### src/rtl/wb_ctrl_pipe.sv
// wb_ctrl_pipe: MIPS write-back stage with a late-result FIFO sharing the RF port.
// Optional starvation guard: define WB_STARVE_GUARD_EN.
module wb_ctrl_pipe #(
   parameter int DW     = 32,
   parameter int RW     = 5,
   parameter int QDEPTH = 2,
   parameter int STARVE = 4
) (
   input  logic          clk,
   input  logic          rst_n,
   input  logic          m_valid,
   output logic          m_ready,
   input  logic [31:0]   m_ir,
   input  logic [DW-1:0] m_ao,
   input  logic [DW-1:0] m_dr,
   input  logic [DW-1:0] m_pc4,
   input  logic          late_valid,
   output logic          late_ready,
   input  logic [RW-1:0] late_addr,
   input  logic [DW-1:0] late_data,
   output logic          w_valid,
   output logic [31:0]   w_ir,
   output logic          rf_we,
   output logic [RW-1:0] rf_a3,
   output logic [DW-1:0] rf_wd
);

   localparam int PW = $clog2(QDEPTH);
   localparam int CW = $clog2(QDEPTH) + 1;

   localparam logic [5:0] OP_R    = 6'h00;
   localparam logic [5:0] OP_RIMM = 6'h01;
   localparam logic [5:0] OP_J    = 6'h02;
   localparam logic [5:0] OP_JAL  = 6'h03;
   localparam logic [5:0] OP_LUI  = 6'h0f;
   localparam logic [5:0] OP_LB   = 6'h20;
   localparam logic [5:0] OP_LH   = 6'h21;
   localparam logic [5:0] OP_LW   = 6'h23;
   localparam logic [5:0] OP_LBU  = 6'h24;
   localparam logic [5:0] OP_LHU  = 6'h25;
   localparam logic [5:0] FN_JR   = 6'h08;
   localparam logic [5:0] FN_JALR = 6'h09;

   logic          w_valid_q, w_valid_d;
   logic [31:0]   w_ir_q, w_ir_d;
   logic [DW-1:0] w_ao_q, w_ao_d;
   logic [DW-1:0] w_dr_q, w_dr_d;
   logic [DW-1:0] w_pc4_q, w_pc4_d;

   logic [QDEPTH-1:0]         q_vld_q, q_vld_d;
   logic [QDEPTH-1:0][RW-1:0] q_addr_q, q_addr_d;
   logic [QDEPTH-1:0][DW-1:0] q_data_q, q_data_d;
   logic [PW-1:0]             rd_ptr_q, rd_ptr_d;
   logic [PW-1:0]             wr_ptr_q, wr_ptr_d;
   logic [CW-1:0]             cnt_q, cnt_d;

   logic [5:0]    op, fn;
   logic          is_jal, is_j, is_jr, is_jalr;
   logic          is_br, is_st, is_ld, is_cali, is_lui;
   logic [1:0]    lane;
   logic [7:0]    ld_b;
   logic [15:0]   ld_h;
   logic [DW-1:0] ld_ext;
   logic [RW-1:0] pa3;
   logic [DW-1:0] pwd;
   logic          pw;

   logic          found, grant, push;
   logic [CW-1:0] k, pop_n;
   logic [PW-1:0] idx, head_idx;

   assign op      = w_ir_q[31:26];
   assign fn      = w_ir_q[5:0];
   assign is_jal  = op == OP_JAL;
   assign is_j    = op == OP_J;
   assign is_jr   = (op == OP_R) && (fn == FN_JR);
   assign is_jalr = (op == OP_R) && (fn == FN_JALR);
   assign is_br   = (op == OP_RIMM) || (op inside {[6'h04:6'h07]});
   assign is_st   = op inside {6'h28, 6'h29, 6'h2b};
   assign is_ld   = op inside {OP_LB, OP_LH, OP_LW, OP_LBU, OP_LHU};
   assign is_cali = op inside {[6'h08:6'h0e]};
   assign is_lui  = op == OP_LUI;
   assign lane    = w_ao_q[1:0];

   always_comb begin
      unique case (lane)
         2'd0:    ld_b = w_dr_q[7:0];
         2'd1:    ld_b = w_dr_q[15:8];
         2'd2:    ld_b = w_dr_q[23:16];
         default: ld_b = w_dr_q[31:24];
      endcase
      ld_h = lane[1] ? w_dr_q[31:16] : w_dr_q[15:0];
      case (op)
         OP_LB:   ld_ext = {{(DW-8){ld_b[7]}}, ld_b};
         OP_LBU:  ld_ext = {{(DW-8){1'b0}}, ld_b};
         OP_LH:   ld_ext = {{(DW-16){ld_h[15]}}, ld_h};
         OP_LHU:  ld_ext = {{(DW-16){1'b0}}, ld_h};
         default: ld_ext = w_dr_q;
      endcase
   end

   always_comb begin
      if (is_jal)                       pa3 = RW'(31);
      else if (is_cali || is_lui || is_ld) pa3 = RW'(w_ir_q[20:16]);
      else                              pa3 = RW'(w_ir_q[15:11]);
      if (is_jal || is_jalr) pwd = w_pc4_q;
      else if (is_ld)        pwd = ld_ext;
      else                   pwd = w_ao_q;
   end

   assign pw = w_valid_q && !(is_br || is_st || is_j || is_jr) && (pa3 != '0);

   // Oldest live entry; killed entries ahead of it are dropped with it.
   always_comb begin
      found = 1'b0;
      k     = '0;
      idx   = '0;
      for (int i = 0; i < QDEPTH; i++) begin
         idx = rd_ptr_q + PW'(i);
         if (!found && (CW'(i) < cnt_q) && q_vld_q[idx]) begin
            found = 1'b1;
            k     = CW'(i);
         end
      end
   end

   assign head_idx   = rd_ptr_q + PW'(k);
   assign grant      = !pw && found;
   assign late_ready = cnt_q != CW'(QDEPTH);
   assign push       = late_valid && late_ready && (late_addr != '0);

   always_comb begin
      if (grant)      pop_n = k + CW'(1);
      else if (found) pop_n = k;
      else            pop_n = cnt_q;
   end

   always_comb begin
      rd_ptr_d = rd_ptr_q + PW'(pop_n);
      wr_ptr_d = wr_ptr_q + PW'(push);
      cnt_d    = cnt_q - pop_n + CW'(push);
      q_vld_d  = q_vld_q;
      q_addr_d = q_addr_q;
      q_data_d = q_data_q;
      for (int i = 0; i < QDEPTH; i++) begin
         if (pw && (q_addr_q[i] == pa3)) q_vld_d[i] = 1'b0;
      end
      if (push) begin
         q_vld_d[wr_ptr_q]  = 1'b1;
         q_addr_d[wr_ptr_q] = late_addr;
         q_data_d[wr_ptr_q] = late_data;
      end
   end

   always_comb begin
      w_valid_d = m_valid && m_ready;
      w_ir_d    = w_ir_q;
      w_ao_d    = w_ao_q;
      w_dr_d    = w_dr_q;
      w_pc4_d   = w_pc4_q;
      if (m_valid && m_ready) begin
         w_ir_d  = m_ir;
         w_ao_d  = m_ao;
         w_dr_d  = m_dr;
         w_pc4_d = m_pc4;
      end
   end

   always_comb begin
      rf_we = 1'b0;
      rf_a3 = '0;
      rf_wd = '0;
      if (pw) begin
         rf_we = 1'b1;
         rf_a3 = pa3;
         rf_wd = pwd;
      end else if (grant) begin
         rf_we = 1'b1;
         rf_a3 = q_addr_q[head_idx];
         rf_wd = q_data_q[head_idx];
      end
   end

`ifdef WB_STARVE_GUARD_EN
   localparam int SW = $clog2(STARVE) + 1;

   logic [SW-1:0] starve_q, starve_d;

   always_comb begin
      if (!found || grant)               starve_d = '0;
      else if (starve_q == SW'(STARVE-1)) starve_d = '0;
      else                               starve_d = starve_q + SW'(1);
   end

   assign m_ready = starve_q != SW'(STARVE-1);

   always_ff @(posedge clk or negedge rst_n) begin
      if (!rst_n) starve_q <= '0;
      else        starve_q <= starve_d;
   end
`else
   assign m_ready = 1'b1;
`endif

   always_ff @(posedge clk or negedge rst_n) begin
      if (!rst_n) begin
         w_valid_q <= 1'b0;
         w_ir_q    <= '0;
         w_ao_q    <= '0;
         w_dr_q    <= '0;
         w_pc4_q   <= '0;
         q_vld_q   <= '0;
         q_addr_q  <= '0;
         q_data_q  <= '0;
         rd_ptr_q  <= '0;
         wr_ptr_q  <= '0;
         cnt_q     <= '0;
      end else begin
         w_valid_q <= w_valid_d;
         w_ir_q    <= w_ir_d;
         w_ao_q    <= w_ao_d;
         w_dr_q    <= w_dr_d;
         w_pc4_q   <= w_pc4_d;
         q_vld_q   <= q_vld_d;
         q_addr_q  <= q_addr_d;
         q_data_q  <= q_data_d;
         rd_ptr_q  <= rd_ptr_d;
         wr_ptr_q  <= wr_ptr_d;
         cnt_q     <= cnt_d;
      end
   end

   assign w_valid = w_valid_q;
   assign w_ir    = w_ir_q;

endmodule

### config.mk
export PLATFORM = sky130hd
export DESIGN_NAME = wb_ctrl_pipe
export DESIGN_NICKNAME = d
export VERILOG_FILES = /design/src/rtl/wb_ctrl_pipe.sv
export SDC_FILE = /design/constraint.sdc
export NUM_CORES = 1
export LEC_CHECK = 0
export ABC_CLOCK_PERIOD_IN_PS = 4550
export BUFFER_PORTS_ARGS = -buffer_cell sky130_fd_sc_hd__buf_2
export CAP_MARGIN = 20
export CORE_MARGIN = 2
export CORE_UTILIZATION = 50
export CTS_CLUSTER_DIAMETER = 30
export DETAILED_ROUTE_END_ITERATION = 10
export PLACE_DENSITY = 0.75
export SLEW_MARGIN = 0
export SYNTH_ARGS = -nofsm -noshare
export SYNTH_HDL_FRONTEND = slang
export SYNTH_SLANG_ARGS = --single-unit
### constraint.sdc
create_clock -name clk -period 4.55 [get_ports clk]
set_clock_uncertainty 0.2 [all_clocks]
set_input_delay 0 -clock clk [delete_from_list [all_inputs] [get_ports clk]]
set_output_delay 0 -clock clk [all_outputs]
set_load 0.05 [all_outputs]
==> run metrics, run 1 <==
Iteration-0 DRC Markers around 740; global route overflow 0; met2 routed WL approximately 18,000 um; worst rel slew slack a little under a quarter; post-cts resize count 0; Clock Path Buffers 3; Synth area leaders dfrtp_1 (50%), mux2_2 (21%), a21oi_1 (4.2%), nand2_1 (4.0%), o21ai_0 (3.7%); Critical Path Start Type flip-flop; most used cell, CP buf_4; number of antenna diodes 0; Max Slew Vio Count 0; most common cell after layout, fill and taps aside buf_2; CP Capture Type output pin; crit path cell chain buf_4 > nor4_1 > nand4_1 > a21bo_2 > o211ai_1 > a21o_4 > buf_4 > nand2b_1 > o22ai_1 > buf_2; final core occ roughly three quarters; Clk pwr share about 36%; PD cells 631 mW/mm^2; Maximum Capacitance Violations 0; cell-internal power 6090 uW; placed cell area 0.0118 sq mm; Post-synth EDFFs 0; commonest non-fill, non-tap cells in the layout buf_2 (238), dfrtp_1 (209), mux2_2 (193), dlygate4sd3_1 (178), nand2_1 (110); fin crit period about 4.3 ns; Core Area slightly above 0.02 sq mm; Initial Util roughly half; remaining antenna violation count 0; final setup fails 0; first-pass GRT wire length between 50,000 and 60,000 um; Skew-Pair Late Insertion Delay approximately 0.52 ns; Worst path max stage delay just over 0.5 ns; Sw Ratio 37.1%; top_reg_cell synth dfrtp_1; Cell Rows 52; area grow syn2layout 47.4%; YS warnings 0; Hold Path Class in -> reg; status finished, final reports clean; Root Buffer clkbuf_16; routed via count between 9,000 and 10,000; cell count after synthesis 930; Worst-Margin Slew around 1.1 ns; Total GRT Usage 31.6%; setup TNS 0 ns; Leakage 0.00692 uW; CTS buffer count 48; CP bufs+invs 3; final period utilization about 95%; Seq cells post-synth approximately 210; maximum clock rate 0.230 GHz; DR pass1 iterations 5; final-stage net count ~1,500; Finished Cell Area ~0.015 sq mm; Die Wd between 100 and 150 um; vias in the first global route around 10,000; # IOs ~240; Avg Inst Size Synth between 10 and 15 sq um; syn nets 1,103; share of layout cells above drive strength 1 ~40%; Final Hold Fails 0; sequential area share after synthesis roughly half; Synth Cell Area 0.0104 sq mm; Logic pwr share around 35%; Cells on Worst Hold Path 3; DR top layer met4; clock slew at reported path FFs ~0.05 ns; area leader, netlist dfrtp_1; CP Depth 10; Die Footprint roughly 0.022 sq mm; CP required around 4.4 ns; pin count of the biggest net entering global routing about 110; Reg power frac 28.1%; sw power around 3600 uW; Synth top area share 50.3%; antenna violations before repair 0; slowest CP cell nand2b_1; setup repair after global routing missed its margin false; Die Ht roughly 150 um; Async SR Flop Fraction 100%; drt wl/cell around 21 um; delay-heaviest family, CP compound AO/OA/AOI/OAI gates; worst hold slack 0.0290 ns; CTS tree built; Post-Route M1 WL about 14,000 um; HPWL Detailed roughly 21,000 um; Reg2Reg Depth 13; DRC viols 0; GPL Wtd Cong 0.908; H-tree levels 2; Buffers on Ports 240; met3 WL ~2700 um; Yosys cell types 54; Fillers about 1,300; Critical Path AT ~4.1 ns; CP Max Fanout 56; WL final about 35,000 um; CP Class reg -> out; CTS sink cnt 209; VDD IR max about 0.00063 V; Vias/cell about 5.7
==> power groups by stage <==
stage	combinational, uW	clock (uW)	sequential, uW
6_report	3430	3520	2720
5_1_grt	3630	3650	2770
4_1_cts	3370	3530	2690
3_5_place_dp	3210	0	2720
3_3_place_gp	3180	0	2690
2_1_floorplan	2350	0	2690
==> worst reg2reg max path: stages, from the launching register on <==
cell and delay [ns]:
dfrtp_1 0.36, buf_4 0.21, nor4_1 0.41, nand4_1 0.16
a21bo_2 0.24, o211ai_1 0.36, a21o_4 0.19, mux2_4 0.30
a211oi_2 0.21, ha_1 0.25, inv_1 0.06, ha_1 0.15
xor2_1 0.18, xnor2_1 0.13
==> area by class of cell <==
class / instances / area, sq um / share of cell area, %
clock buffer: 62 / 1370 / 8.91
clock inverter: 22 / 307 / 2.00
inverter: 18 / 67.6 / 0.441
multi-input combinational: 637 / 4850 / 31.7
sequential: 209 / 5230 / 34.1
tap: 270 / 338 / 2.20
timing repair buffer: 435 / 3170 / 20.7
==> flip-flops by register name, summed over array words and instances, names as in the netlist <==
signal,count
w_pc4_q,32
q_data_q,64
wr_ptr_q,1
w_valid,1
q_vld_q,2
w_ir,32
cnt_q,2
w_ao_q,32
rd_ptr_q,1
w_dr_q,32
q_addr_q,10
==> worst paths after layout <==
kind                              endpoint  startpoint  slack (ns)
worst max-delay path             rf_wd[14]    w_ir[26]        0.21
worst min-delay path              w_ir[27]     m_valid        0.03
worst max register to register    cnt_q[1]    w_ir[26]        1.07
worst min register to register  w_ao_q[31]  w_ao_q[31]        0.30
max in group asynchronous          w_ir[9]       rst_n        2.92
min in group asynchronous       w_ao_q[17]       rst_n        0.32
==> routing by layer <==
layer / global-route usage [%] / vias up
met5: 0 / -
met4: 12.1 / 0
met3: 6.84 / 87
met2: 55.1 / 490
met1: 38.5 / 4686
li1: - / 4216
==> cell families after synthesis <==
group	count (synthesis)	share of synthesized area, %
simple gates	169	7.17
compound gates	225	12.7
xor+xnor	12	1.01
buf+inv	85	3.31
fa+ha+maj	4	0.481
mux	225	25.0
other cells	1	0.0361
flops	209	50.3
==> what timing repair did <==
item | 4_1_cts | 5_1_grt
endpoints found under the setup margin | 0 | 11
endpoints found under the hold margin | 305 | 0
setup buffers | 0 | 0
hold buffers | 179 | 0
==> through the flow <==
step           cells  setup WS (ns)  total power (uW)
6_report        1653          0.208              9670
5_1_grt         1653         0.0442             10100
4_1_cts         1652          0.253              9600
3_5_place_dp    1389          0.839              5930
3_3_place_gp    1389           1.00              5870
2_1_floorplan    930           1.08              5050
==> cells in the mapped netlist (all sizes together) (6+ instances only) <==
library cell  count
a21oi            88
a221oi            9
and3              6
buf              12
clkbuf           55
dfrtp           209
inv              18
mux2            194
mux2i            23
mux4              8
nand2           111
nor2             25
nor3              6
o211ai            8
o21ai            78
o22ai            15
xnor2             9
Note: power is estimated with default switching activity, not from simulation.
==> run 2, diff against run 1 <==
--- a/config.mk
+++ b/config.mk
@@ -9,10 +9,9 @@
 export BUFFER_PORTS_ARGS = -buffer_cell sky130_fd_sc_hd__buf_2
 export CAP_MARGIN = 20
 export CORE_MARGIN = 2
-export CORE_UTILIZATION = 50
+export CORE_UTILIZATION = 30
 export CTS_CLUSTER_DIAMETER = 30
 export DETAILED_ROUTE_END_ITERATION = 10
-export PLACE_DENSITY = 0.75
 export SLEW_MARGIN = 0
 export SYNTH_ARGS = -nofsm -noshare
 export SYNTH_HDL_FRONTEND = slang
==> run metrics, run 2 (synthesis gave the netlist of run 1 again) <==
clock slew at reported path FFs 0.04 ns (about the same); CP bufs+invs 2 (-1); Initial Util 30.3% (-21 points); Buffers on Ports 240 (unchanged); fin crit period 4.08 ns (-0.260 ns); Clock Path Buffers 3 (unchanged); Core Area 0.0344 sq mm (+69%); Worst-Margin Slew 1.05 ns (-0.0985 ns); delay-heaviest family, CP compound AO/OA/AOI/OAI gates; PD cells 590 mW/mm^2 (-6.5%); Iteration-0 DRC Markers 536 (-27%); Cell Rows 68 (+31%); Root Buffer clkbuf_16; Vias/cell 4.87 (-15%); WL final 38,400 um (+9.5%); # IOs 242 (unchanged); CP required 4.35 ns (about the same); GPL Wtd Cong 0.843 (-7.2%); CP Class reg -> out; Critical Path AT 3.88 ns (-0.26 ns); CTS sink cnt 209 (unchanged); PnR worst setup slack 0.469 ns (+0.260 ns); Largest register FFs 64 (unchanged); final period utilization 89.7% (-5.7 points); maximum clock rate 0.245 GHz (+6.4%); placed cell area 0.0121 sq mm (+1.9%); antenna violations before repair 3 (+3); H-tree levels 2 (unchanged); CTS buffer count 53 (+10%); CTS hold repair buffers 301 (+68%); Total GRT Usage 21.4% (-10 points); area grow syn2layout 62.5%; Finished Cell Area 0.0169 sq mm (+10%); DR pass1 iterations 5 (unchanged); Biggest register q_data_q; Leakage 0.00750 uW (+8.4%); Final Hold Fails 0 (unchanged); status finished, final reports clean; pin count of the biggest net entering global routing 115 (+3.6%); commonest non-fill, non-tap cells in the layout dlygate4sd3_1 (300), buf_2 (238), dfrtp_1 (209), mux2_2 (193), nand2_1 (110); drt wl/cell 19.4 um (-8.4%); CTS tree built; Die Wd 190 um (+28%); Critical Path Start Type flip-flop; HPWL Detailed 24,300 um (+17%); Place WS 0.874 ns (+0.0345 ns); Max Slew Vio Count 0 (unchanged); remaining antenna violation count 0 (unchanged); CP Capture Type output pin; Hold Path Class in -> reg; Worst path max stage delay 0.64 ns (+0.13 ns); post-cts resize count 0 (unchanged); share of layout cells above drive strength 1 37.4% (-3.0 points); global route overflow 0 (unchanged); Skew-Pair Late Insertion Delay 0.57 ns (+0.05 ns); first-pass GRT wire length 59,000 um (+8.7%); final-stage net count 1,650 (+8.4%); Post-Place Cells 1,576 (+13%); DRC viols 0 (unchanged); slowest CP cell dfrtp_1; final std cells w/o fill 1,976 (+20%); VDD IR max 0.000807 V (+27%); Post CTS Setup Buffer Count 0 (unchanged); setup repair after global routing missed its margin false; most common cell after layout, fill and taps aside dlygate4sd3_1; Die Footprint 0.0362 sq mm (+65%); crit path cell chain nor2b_2 > and3_1 > a31oi_2 > buf_4 > o21ai_0 > a21oi_1 > a21oi_1 > o21ai_0 > buf_2; Maximum Capacitance Violations 0 (unchanged); worst rel slew slack 30.2% (+6.6 points); setup TNS 0 ns (unchanged); CP Max Fanout 27 (-52%); vias in the first global route 10,400 (+4.3%); routed via count 9,627 (+1.6%); Die Ht 190 um (+28%); final setup fails 0 (unchanged)
==> run 2: cell count changes in the layout (fill, tap and decap cells not counted), moves of 2 or more <==
cell / before / now
dlygate4sd3_1: 178 / 300
diode_2: 0 / 4
clkinv_4: 8 / 2
inv_6: 3 / 1
clkbuf_1: 4 / 8
buf_4: 15 / 18
clkinv_2: 3 / 10
bufinv_16: 6 / 4
clkbuf_16: 49 / 55
buf_12: 2 / 0
clkbuf_8: 10 / 13
==> run 2: report_power, final <==
part	total (uW)	switching, uW	internal [uW]
Sequential	2720	367	2350
Clock	3710	1100	2600
Combinational	3550	2170	1370
Total	9970	3640	6330
==> run 2: worst paths after layout <==
check	start	endpoint	slack (ns)	cells past startpoint
worst min register to register	w_ao_q[17]	w_ao_q[17]	0.30	1
worst max register to register	w_ir[26]	cnt_q[1]	0.81	12
worst min-delay path	m_ao[14]	w_ao_q[14]	0.02	3
worst max-delay path	w_ir[26]	rf_wd[29]	0.47	9
max in group asynchronous	rst_n	w_ao_q[18]	3.18	4
min in group asynchronous	rst_n	w_ir[1]	0.46	4
==> run 2: layout make-up <==
class	instances	area (sq um)
Sequential cell	209	5230
Fill cell	3082	17500
Tap cell	455	569
Timing Repair Buffer	559	4380
Clock buffer	76	1590
Inverter	18	67.6
Multi-Input combinational cell	636	4840
Antenna cell	4	10.0
Clock inverter	19	211
==> run 2: through the flow <==
| step | power, uW | util, % | hold WS (ns) |
|---|---|---|---|
| finish | 9970 | 49.2 | 0.0231 |
| global route | 10500 | 49.1 | 0.0140 |
| CTS | 10000 | 49.1 | 0.000555 |
| detailed placement | 6010 | 35.1 | -0.110 |
| global placement | 5960 | 35.1 | -0.109 |
| floorplan | 5050 | - | -0.496 |
==> run 2: routing by layer <==
layer | global-route usage, % | vias up | share of wire (%)
met2 | 37.9 | 366 | 50
met1 | 25.5 | 4731 | 41
met5 | 0 | - | 0
met4 | 7.69 | 0 | 2.5
li1 | - | 4463 | -
met3 | 4.76 | 67 | 6.6
==> run 2: worst register-to-register path, delay by kind of cell (launching register included) <==
kind | cells | cell delay, ns
AO/OA/AOI/OAI | 5 | 1.40
buffers and inverters | 2 | 0.23
adder cells (fa/ha/maj) | 2 | 0.39
flip-flops | 1 | 0.79
multiplexers | 1 | 0.32
XOR/XNOR | 2 | 0.33
